**src/rtl/rf_write_arbiter.sv**
```systemverilog
// rf_write_arbiter
// Round-robin arbiter that shares the single register_file write port
// (we/wa/wd) among NREQ write requesters using a req/gnt handshake.
// The grant is combinational; the write itself is registered, so a grant
// in cycle N is presented on rf_* from edge N+1 and lands in the
// register file on edge N+2.
//
// Build option:
//   RF_INIT_CLEAR_EN - when defined, reset enters an INIT state that sweeps
//                      zero into every register (2^AW cycles, busy=1, no
//                      grants) before arbitration starts. When undefined,
//                      reset enters arbitration directly and busy is tied 0.

module rf_write_arbiter #(
    parameter int NREQ = 4,
    parameter int AW   = 5,
    parameter int DW   = 32
) (
    input  logic                 clk,
    input  logic                 rst,
    input  logic [NREQ-1:0]      req,
    input  logic [NREQ*AW-1:0]   req_addr,
    input  logic [NREQ*DW-1:0]   req_data,
    output logic [NREQ-1:0]      gnt,
    output logic                 rf_we,
    output logic [AW-1:0]        rf_wa,
    output logic [DW-1:0]        rf_wd,
    output logic                 busy
);

    // Width of a requester index / round-robin pointer.
    localparam int PW = (NREQ > 1) ? $clog2(NREQ) : 1;
    // Requester count and the constant one at pointer-plus-carry width,
    // used for the modulo-NREQ wrap.
    localparam logic [PW:0] NREQ_L = (PW + 1)'(NREQ);
    localparam logic [PW:0] ONE_L  = {{PW{1'b0}}, 1'b1};

    // Round-robin pointer: the requester with highest priority next cycle.
    logic [PW-1:0] ptr_r;
    logic [PW-1:0] ptr_nxt_s;

    // Registered write port and its next values.
    logic          rf_we_r;
    logic [AW-1:0] rf_wa_r;
    logic [DW-1:0] rf_wd_r;
    logic          rf_we_nxt_s;
    logic [AW-1:0] rf_wa_nxt_s;
    logic [DW-1:0] rf_wd_nxt_s;

    // Arbitration results.
    logic          run_s;
    logic          win_vld_s;
    logic [PW-1:0] win_idx_s;
    logic [NREQ-1:0] gnt_s;
    logic [AW-1:0] win_addr_s;
    logic [DW-1:0] win_data_s;

    // Proposed write-port update when the arbiter is in its serving state.
    logic          run_we_s;
    logic [AW-1:0] run_wa_s;
    logic [DW-1:0] run_wd_s;
    logic [PW-1:0] run_ptr_s;
    logic [PW:0]   inc_s;

`ifdef RF_INIT_CLEAR_EN
    typedef enum logic [0:0] {
        ST_INIT = 1'b0,
        ST_RUN  = 1'b1
    } state_t;

    localparam logic [AW-1:0] CNT_ONE = {{(AW-1){1'b0}}, 1'b1};

    state_t        state_r;
    state_t        state_nxt_s;
    logic [AW-1:0] cnt_r;
    logic [AW-1:0] cnt_nxt_s;

    assign run_s = (state_r == ST_RUN);
    assign busy  = (state_r == ST_INIT);
`else
    assign run_s = 1'b1;
    assign busy  = 1'b0;
`endif

    // Scan requesters from ptr upward, wrapping modulo NREQ; first active wins.
    always_comb begin
        logic [PW:0]   sum_v;
        logic [PW-1:0] idx_v;
        logic [PW-1:0] k_v;
        win_vld_s = 1'b0;
        win_idx_s = '0;
        sum_v     = '0;
        idx_v     = '0;
        k_v       = '0;
        for (int k = 0; k < NREQ; k++) begin
            k_v   = k[PW-1:0];
            sum_v = {1'b0, ptr_r} + {1'b0, k_v};
            // The true index is below NREQ, so PW-bit arithmetic is exact.
            if (sum_v >= NREQ_L) begin
                idx_v = ptr_r + k_v - NREQ_L[PW-1:0];
            end else begin
                idx_v = ptr_r + k_v;
            end
            if (run_s && !win_vld_s && req[idx_v]) begin
                win_vld_s = 1'b1;
                win_idx_s = idx_v;
            end else begin
                win_vld_s = win_vld_s;
            end
        end
    end

    // Decode the winner into a one-hot grant and select its address/data.
    always_comb begin
        gnt_s      = '0;
        win_addr_s = '0;
        win_data_s = '0;
        for (int i = 0; i < NREQ; i++) begin
            if (win_vld_s && (win_idx_s == i[PW-1:0])) begin
                gnt_s[i]   = 1'b1;
                win_addr_s = req_addr[i*AW +: AW];
                win_data_s = req_data[i*DW +: DW];
            end else begin
                gnt_s[i]   = 1'b0;
            end
        end
    end

    assign gnt = gnt_s;

    // Serving-state update: forward the granted write and advance ptr past the winner.
    always_comb begin
        run_we_s  = 1'b0;
        run_wa_s  = rf_wa_r;
        run_wd_s  = rf_wd_r;
        run_ptr_s = ptr_r;
        inc_s     = {1'b0, win_idx_s} + ONE_L;
        if (win_vld_s) begin
            run_we_s = 1'b1;
            run_wa_s = win_addr_s;
            run_wd_s = win_data_s;
            if (inc_s >= NREQ_L) begin
                run_ptr_s = '0;
            end else begin
                run_ptr_s = inc_s[PW-1:0];
            end
        end else begin
            // No transfer: drop we, hold address/data, keep ptr.
            run_we_s = 1'b0;
        end
    end

`ifdef RF_INIT_CLEAR_EN
    // Next-state logic: clear sweep in INIT, arbitration in RUN.
    always_comb begin
        state_nxt_s = state_r;
        cnt_nxt_s   = cnt_r;
        rf_we_nxt_s = run_we_s;
        rf_wa_nxt_s = run_wa_s;
        rf_wd_nxt_s = run_wd_s;
        ptr_nxt_s   = run_ptr_s;
        case (state_r)
            ST_INIT: begin
                rf_we_nxt_s = 1'b1;
                rf_wa_nxt_s = cnt_r;
                rf_wd_nxt_s = '0;
                ptr_nxt_s   = ptr_r;
                cnt_nxt_s   = cnt_r + CNT_ONE;
                if (&cnt_r) begin
                    state_nxt_s = ST_RUN;
                end else begin
                    state_nxt_s = ST_INIT;
                end
            end
            ST_RUN: begin
                state_nxt_s = ST_RUN;
            end
            default: begin
                // Unreachable encoding: restart the sweep cleanly.
                state_nxt_s = ST_INIT;
                cnt_nxt_s   = '0;
                rf_we_nxt_s = 1'b0;
                rf_wa_nxt_s = '0;
                rf_wd_nxt_s = '0;
                ptr_nxt_s   = '0;
            end
        endcase
    end

    // Sweep state and counter registers.
    always_ff @(posedge clk or posedge rst) begin
        if (rst) begin
            state_r <= ST_INIT;
            cnt_r   <= '0;
        end else begin
            state_r <= state_nxt_s;
            cnt_r   <= cnt_nxt_s;
        end
    end
`else
    // Next-state logic: always arbitrating.
    always_comb begin
        rf_we_nxt_s = run_we_s;
        rf_wa_nxt_s = run_wa_s;
        rf_wd_nxt_s = run_wd_s;
        ptr_nxt_s   = run_ptr_s;
    end
`endif

    // Write-port pipeline register and round-robin pointer.
    always_ff @(posedge clk or posedge rst) begin
        if (rst) begin
            rf_we_r <= 1'b0;
            rf_wa_r <= '0;
            rf_wd_r <= '0;
            ptr_r   <= '0;
        end else begin
            rf_we_r <= rf_we_nxt_s;
            rf_wa_r <= rf_wa_nxt_s;
            rf_wd_r <= rf_wd_nxt_s;
            ptr_r   <= ptr_nxt_s;
        end
    end

    assign rf_we = rf_we_r;
    assign rf_wa = rf_wa_r;
    assign rf_wd = rf_wd_r;

endmodule

```
**config.mk**
```make
export PLATFORM = sky130hd
export DESIGN_NAME = rf_write_arbiter
export DESIGN_NICKNAME = d
export VERILOG_FILES = /design/src/rtl/rf_write_arbiter.sv
export SDC_FILE = /design/constraint.sdc
export NUM_CORES = 1
export LEC_CHECK = 0
export CAP_MARGIN = 15
export CORE_MARGIN = 2
export CORE_UTILIZATION = 37
export CTS_BUF_LIST = sky130_fd_sc_hd__clkbuf_8
export DETAILED_ROUTE_END_ITERATION = 12
export HOLD_SLACK_MARGIN = 0.12
export PLACE_DENSITY = 0.83
export SLEW_MARGIN = 20
export SYNTH_ARGS = -nofsm -noshare
export SYNTH_HDL_FRONTEND = slang
export SYNTH_SLANG_ARGS = --single-unit
export TNS_END_PERCENT = 30
```
**constraint.sdc**
```tcl
create_clock -name clk -period 3.91 [get_ports clk]
set_input_delay 0.782 -clock clk [delete_from_list [all_inputs] [get_ports clk]]
set_output_delay 0.782 -clock clk [all_outputs]
set_load 0.02 [all_outputs]
```
==> results of run 1 <==
## worst max-delay path by stage
stage | start | end | slack (ns) | cells past startpoint
2_1_floorplan | req[0] | gnt[3] | 0.51 | 7
3_3_place_gp | req[3] | gnt[3] | 0.12 | 8
3_5_place_dp | req[3] | gnt[3] | 0.06 | 8
4_1_cts | req[3] | gnt[3] | 0.05 | 8
5_1_grt | req[3] | gnt[3] | 0.06 | 8
6_report | req[3] | gnt[3] | 0.11 | 8
## metrics by stage
step	utilization	instance area [sq um]	total power, mW
after CTS	0.642	4930	3.17
after detailed placement	0.628	4830	2.83
after floorplan	-	2910	2.03
after global routing	0.643	4940	3.38
after global placement	0.628	4830	2.77
final	0.643	4940	3.15
## layer usage
layer / vias up / track usage / wire length, microns
met5: - / 0 / 0
met4: 0 / 0.0723 / 295
met3: 22 / 0.0553 / 714
met2: 143 / 0.412 / 5110
met1: 1608 / 0.248 / 3990
li1: 1639 / - / -
## sequential cells by signal (all words and copies together), names as in the netlist
name and count:
rf_wd 32, ptr_r 2, rf_wa 5, rf_we 1
## report_power, final
| part | total (mW) | internal [mW] | leakage [nW] | switching [mW] |
|---|---|---|---|---|
| Sequential | 0.736 | 0.623 | 0.483 | 0.113 |
| Combinational | 2.09 | 1.03 | 1.49 | 1.06 |
| Clock | 0.327 | 0.187 | 0.0593 | 0.141 |
## synth_stat cells
| library cell | instances | area share |
|---|---|---|
| nand3b_1 | 37 | 0.095 |
| o21bai_1 | 1 | 0.0026 |
| or2_2 | 1 | 0.0021 |
| mux2_4 | 1 | 0.0052 |
| inv_1 | 41 | 0.053 |
| a21oi_1 | 38 | 0.065 |
| a2111oi_0 | 1 | 0.0030 |
| or4_4 | 1 | 0.0039 |
| o21ai_0 | 2 | 0.0034 |
| nor2b_1 | 1 | 0.0021 |
| nand2_1 | 37 | 0.048 |
| a221oi_1 | 1 | 0.0030 |
| o21a_1 | 2 | 0.0052 |
| and2_1 | 4 | 0.0086 |
| dfrtp_1 | 40 | 0.34 |
| nor3_1 | 1 | 0.0017 |
| buf_4 | 1 | 0.0026 |
| nor2_1 | 40 | 0.052 |
| a221o_1 | 37 | 0.13 |
| buf_1 | 1 | 0.0013 |
| clkbuf_1 | 16 | 0.021 |
| conb_1 | 1 | 0.0013 |
| buf_2 | 11 | 0.019 |
| buf_6 | 9 | 0.035 |
| a31oi_1 | 37 | 0.079 |
| ha_1 | 4 | 0.017 |
## cell families after synthesis
group                    share of synthesized area
multiplexers                               0.00515
buffers and inverters                        0.131
flip-flops                                   0.343
other                                      0.00129
adder cells (fa/ha/maj)                     0.0172
AO/OA/AOI/OAI                                0.289
AND/OR/NAND/NOR                              0.213
## critical path, stage by stage
cell,delay (ns)
clkdlybuf4s50_1,0.58
nor2_1,0.09
a2111oi_2,0.36
buf_4,0.18
or2_2,0.12
ha_2,0.18
and2_1,0.12
clkdlybuf4s50_1,0.60
## cell type report
| type | count | area, sq um | area share |
|---|---|---|---|
| Tap cell | 102 | 128 | 0.0258 |
| Inverter | 41 | 154 | 0.0312 |
| Sequential cell | 40 | 1000 | 0.203 |
| Clock inverter | 3 | 38.8 | 0.00785 |
| Multi-Input combinational cell | 247 | 1550 | 0.313 |
| Clock buffer | 5 | 68.8 | 0.0139 |
| Timing Repair Buffer | 202 | 2000 | 0.406 |
## repair_timing
action                                  in CTS  in global routing
setup buffers                                0                  0
hold buffers                                 0                  0
resized for setup                            0                  2
endpoints found under the setup margin       0                  3
==> results.txt, run 1 <==
Outcome = finished, final reports clean
FF-to-FF setup slack = 1.27 ns
Commonest non-fill, non-tap cells in the layout = 195 x clkdlybuf4s50_1, 41 x inv_1, 40 x nor2_1, 40 x dfrtp_1, 38 x a21oi_1
Hold/Removal Path Class = flip-flop to flip-flop
Fin cells = 640
Total vias in the final route = 3412
Antenna Nets Post-Route = 0
Fin. max-slew vios = 0
Worst flop-to-flop path endpoint = rf_wd[28]
RR Startpoint = ptr_r[1]
H-tree depth = 2
#FFs+latches synth = 40
P_leak = 2.04 nW
DRT iter0 DRCs = 117
Crit Path Category = primary input to primary output
Vias in the first global route = 3295
Peak VDD IR = 341 uV
Largest net degree at the start of global routing = 75
Initial antenna violation count = 0
Row count = 32
Die width = 92.7 microns
Min-Delay Endpoint = rf_wd[16]
TritonCTS clock tree = yes
Post-Syn Area = 2910 sq um
Commonest non-fill, non-tap cell in the layout = clkdlybuf4s50_1
Average wire per standard cell = 15.8 microns
# setup viols final = 0
Final GP Congestion = 0.787
Root Driver = clkbuf_8
YS warnings = 0
TritonCTS buffer count = 5
# clock sinks = 40
Reg2Reg Depth = 8
Unrepaired setup endpoints after global routing = false
# IOs = 197
Worst skew pair latency = 0.28 ns
Worst Hold Launch = rf_wd[16]
Clock Tree Buf Depth = 2
Drt first pass iters = 4
Clk slew on worst S/H paths = 0.08 ns
Core footprint = 7690 sq um
Hold Slack = 0.551 ns
Post-detail-place hpwl = 7.25 mm
Post-synthesis cell type count = 26
Starting Density = 0.379
Period utilization = 0.971
Critical path launch point type = primary input
Filler instances = 677
Post-Synthesis Cells = 366
Inserted Diodes = 0
P&R area growth vs syn = 69.5%
Crit-path max FO = 6
Fin Setup TNS = 0 ns
Peak Freq = 263 MHz
Hold path cells = 2
Critical path arrival = 3.01 ns
Syn Nets = 524
Pwr Density = 638 nW/um^2
Fin crit period = 3.80 ns
DIE AREA = 8600 sq um
Critical path endpoint category = primary output
Total grt overflow = 0
Critical Path RT = 3.13 ns
Max Cap Viol = 0
Global-route usage over all layers = 0.222
Placed Cells = 632
Wire length of the first global-routing pass = 15.4 mm
Sequential element share of the synthesized area = 0.343
Layout Nets = 695
Final Hold Viols = 0
Setup Slack @ Placement = 0.0627 ns
DRC = 0
Die height = 92.7 microns
Share of layout cells above drive strength 1 = 0.0409
Average size of a mapped cell = 7.96 sq um
Total Wirelength = 10.1 mm
Port Buf Inserts = 195
Slew @ Worst Pin = 0.861 ns
Fin worst setup slack = 0.115 ns
Final setup skew = 0.00588 ns
Mean number of vias per cell = 5.33
Relative slew slack = 0.425
No activity file was read; power rests on OpenSTA's default activity.
==> inputs of run 2 (changes only) <==
--- a/config.mk
+++ b/config.mk
@@ -11,7 +11,7 @@
 export CTS_BUF_LIST = sky130_fd_sc_hd__clkbuf_8
 export DETAILED_ROUTE_END_ITERATION = 12
 export HOLD_SLACK_MARGIN = 0.12
-export PLACE_DENSITY = 0.83
+export PLACE_DENSITY = 0.87
 export SLEW_MARGIN = 20
 export SYNTH_ARGS = -nofsm -noshare
 export SYNTH_HDL_FRONTEND = slang
==> constraint.sdc (replaced) <==
create_clock -name clk -period 3.91 [get_ports clk]
set_input_delay 0.782 -clock clk [delete_from_list [all_inputs] [get_ports clk]]
set_output_delay 0.782 -clock clk [all_outputs]
set_load 0.1 [all_outputs]
==> run 2 against run 1 <==
  * Global-route usage is 0.34 points lower
  * Core utilization hardly changed
  * Sequential power is 0.7% lower
  * Clock skew is 0.0030 ns higher
  * Critical path depth stayed put
  * Combinational power is 64% higher
  * Clock-buffer cell count stayed put
  * Largest power group unchanged
==> results.txt, run 2 (synthesis gave the netlist of run 1 again) <==
Vias in the first global route = 3212
DRT iter0 DRCs = 131
Peak Freq = 287 MHz
Sequential share of power = 0.166
Clock Tree Buf Depth = 2
Max layer used = met4
DR WL met3 = 663 microns
Pwr Density = 891 nW/um^2
DRC = 0
FF-to-FF setup slack = 1.35 ns
Commonest non-fill, non-tap cell in the layout = clkdlybuf4s50_1
Internal power = 1.80 mW
Total vias in the final route = 3345
Crit-path max FO = 6
Initial antenna violation count = 0
Critical path endpoint category = primary output
Critical path arrival = 2.71 ns
Port Buf Inserts = 195
Clk slew on worst S/H paths = 0.07 ns
Layout Nets = 695
Worst flop-to-flop path endpoint = rf_wd[18]
Max reg flops = 32
Die height = 92.7 microns
Fin Setup TNS = 0 ns
TritonCTS buffer count = 5
Total grt overflow = 0
# IOs = 197
Starting Density = 0.379
Worst skew pair latency = 0.28 ns
DR WL met2 = 4.97 mm
DIE AREA = 8600 sq um
Commonest non-fill, non-tap cells in the layout = 191 x clkdlybuf4s50_1, 40 x inv_1, 40 x nor2_1, 40 x dfrtp_1, 38 x a21oi_1
Post-CTS Resized = 0
Critical path launch point type = primary input
Hold path cells = 2
Outcome = finished, final reports clean
Average wire per standard cell = 15.6 microns
Peak VDD IR = 458 uV
Switch share = 0.590
Crit-path cells = clkdlybuf4s50_1 > inv_1 > a2111oi_0 > buf_4 > nor2_1 > ha_1 > and2_1 > buf_12
Unrepaired setup endpoints after global routing = false
Final setup skew = 0.00888 ns
Antenna Nets Post-Route = 0
Fin. max-slew vios = 0
Relative slew slack = 0.313
Final Hold Viols = 0
Root Driver = clkbuf_8
Post-detail-place hpwl = 7.23 mm
CP max stage cell = clkdlybuf4s50_1
Worst Hold Launch = rf_wd[20]
Slew @ Worst Pin = 1.03 ns
Row count = 32
Die width = 92.7 microns
Post CTS Setup Buffer Count = 0
Reg2Reg Depth = 9
Peak per-stage delay on the critical path = 0.56 ns
Drt first pass iters = 5
Final GP Congestion = 0.833
Max Cap Viol = 0
Total Wirelength = 9.94 mm
H-tree depth = 2
Met1 wire length = 4.11 mm
Fin crit period = 3.49 ns
TritonCTS clock tree = yes
CP bufs+invs = 4
# clock sinks = 40
RR Startpoint = ptr_r[0]
P&R area growth vs syn = 69.4%
Period utilization = 0.892
Largest net degree at the start of global routing = 75
Hold/Removal Path Class = flip-flop to flip-flop
Min-Delay Endpoint = rf_wd[20]
# setup viols final = 0
Crit Path Category = primary input to primary output
Top delay family on crit path = buffers and inverters
# hold bufs at CTS = 0
Wire length of the first global-routing pass = 15.2 mm
Mean number of vias per cell = 5.25
Global-route usage over all layers = 0.219
Inserted Diodes = 0
Share of layout cells above drive strength 1 = 0.0449
Sw Pwr = 2.59 mW
Clock share of power = 0.057
Critical Path RT = 3.13 ns
Hold Slack = 0.550 ns
P_leak = 2.03 nW
Logic pwr share = 0.777
Core footprint = 7690 sq um
-- run 2: cell count changes in the layout (fill, tap and decap cells not counted) --
cell             previous run  this run
clkdlybuf4s50_1           195       191
bufinv_16                   1         0
inv_1                      41        40
clkinv_2                    1         0
and2_1                      4         3
and2_2                      0         1
buf_12                      0         4
a2111oi_2                   1         0
a2111oi_0                   0         1
-- run 2: power by group through the flow --
stage	Combinational, mW	Sequential (mW)	Clock (mW)
floorplan	1.17	2.11	0
global placement	3.36	0.729	0
detailed placement	3.41	0.739	0
CTS	3.42	0.731	0.255
global route	3.57	0.755	0.276
finish	3.42	0.731	0.249
-- run 2: layer usage --
layer / vias to the layer above / global-route usage
met4: 0 / 0.0625
li1: 1638 / -
met1: 1561 / 0.263
met2: 134 / 0.406
met5: - / 0
met3: 12 / 0.0293
-- run 2: how the worst max path moves through the flow --
stage | start | end | slack (ns) | cells after the start
after global placement | req[1] | gnt[0] | 0.48 | 8
after global routing | req[3] | gnt[1] | 0.31 | 7
final | req[1] | gnt[0] | 0.42 | 8
after floorplan | req[0] | gnt[1] | 0.23 | 7
after CTS | req[3] | gnt[1] | 0.45 | 8
after detailed placement | req[1] | gnt[1] | 0.45 | 8
-- run 2: final cells by class --
class,instances,area [sq um]
multi-input combinational,247,1540
fill,637,2750
tap,102,128
timing repair buffer,202,2040
sequential,40,1000
inverter,41,154
clock buffer,5,68.8
-- run 2: through the flow --
step	utilization	cell area [sq um]	total power, mW	instances	setup WS [ns]
2_1_floorplan	-	2920	3.28	366	0.235
3_3_place_gp	0.633	4870	4.09	632	0.479
3_5_place_dp	0.633	4870	4.15	632	0.451
4_1_cts	0.642	4940	4.41	637	0.450
5_1_grt	0.642	4940	4.60	637	0.308
6_report	0.642	4940	4.40	637	0.421
-- run 2: tightest hold or removal path: cells and delay by family, from the launching register on --
kind,cells,cell delay (ns)
simple gates,1,0.10
compound gates,1,0.04
flops,1,0.38
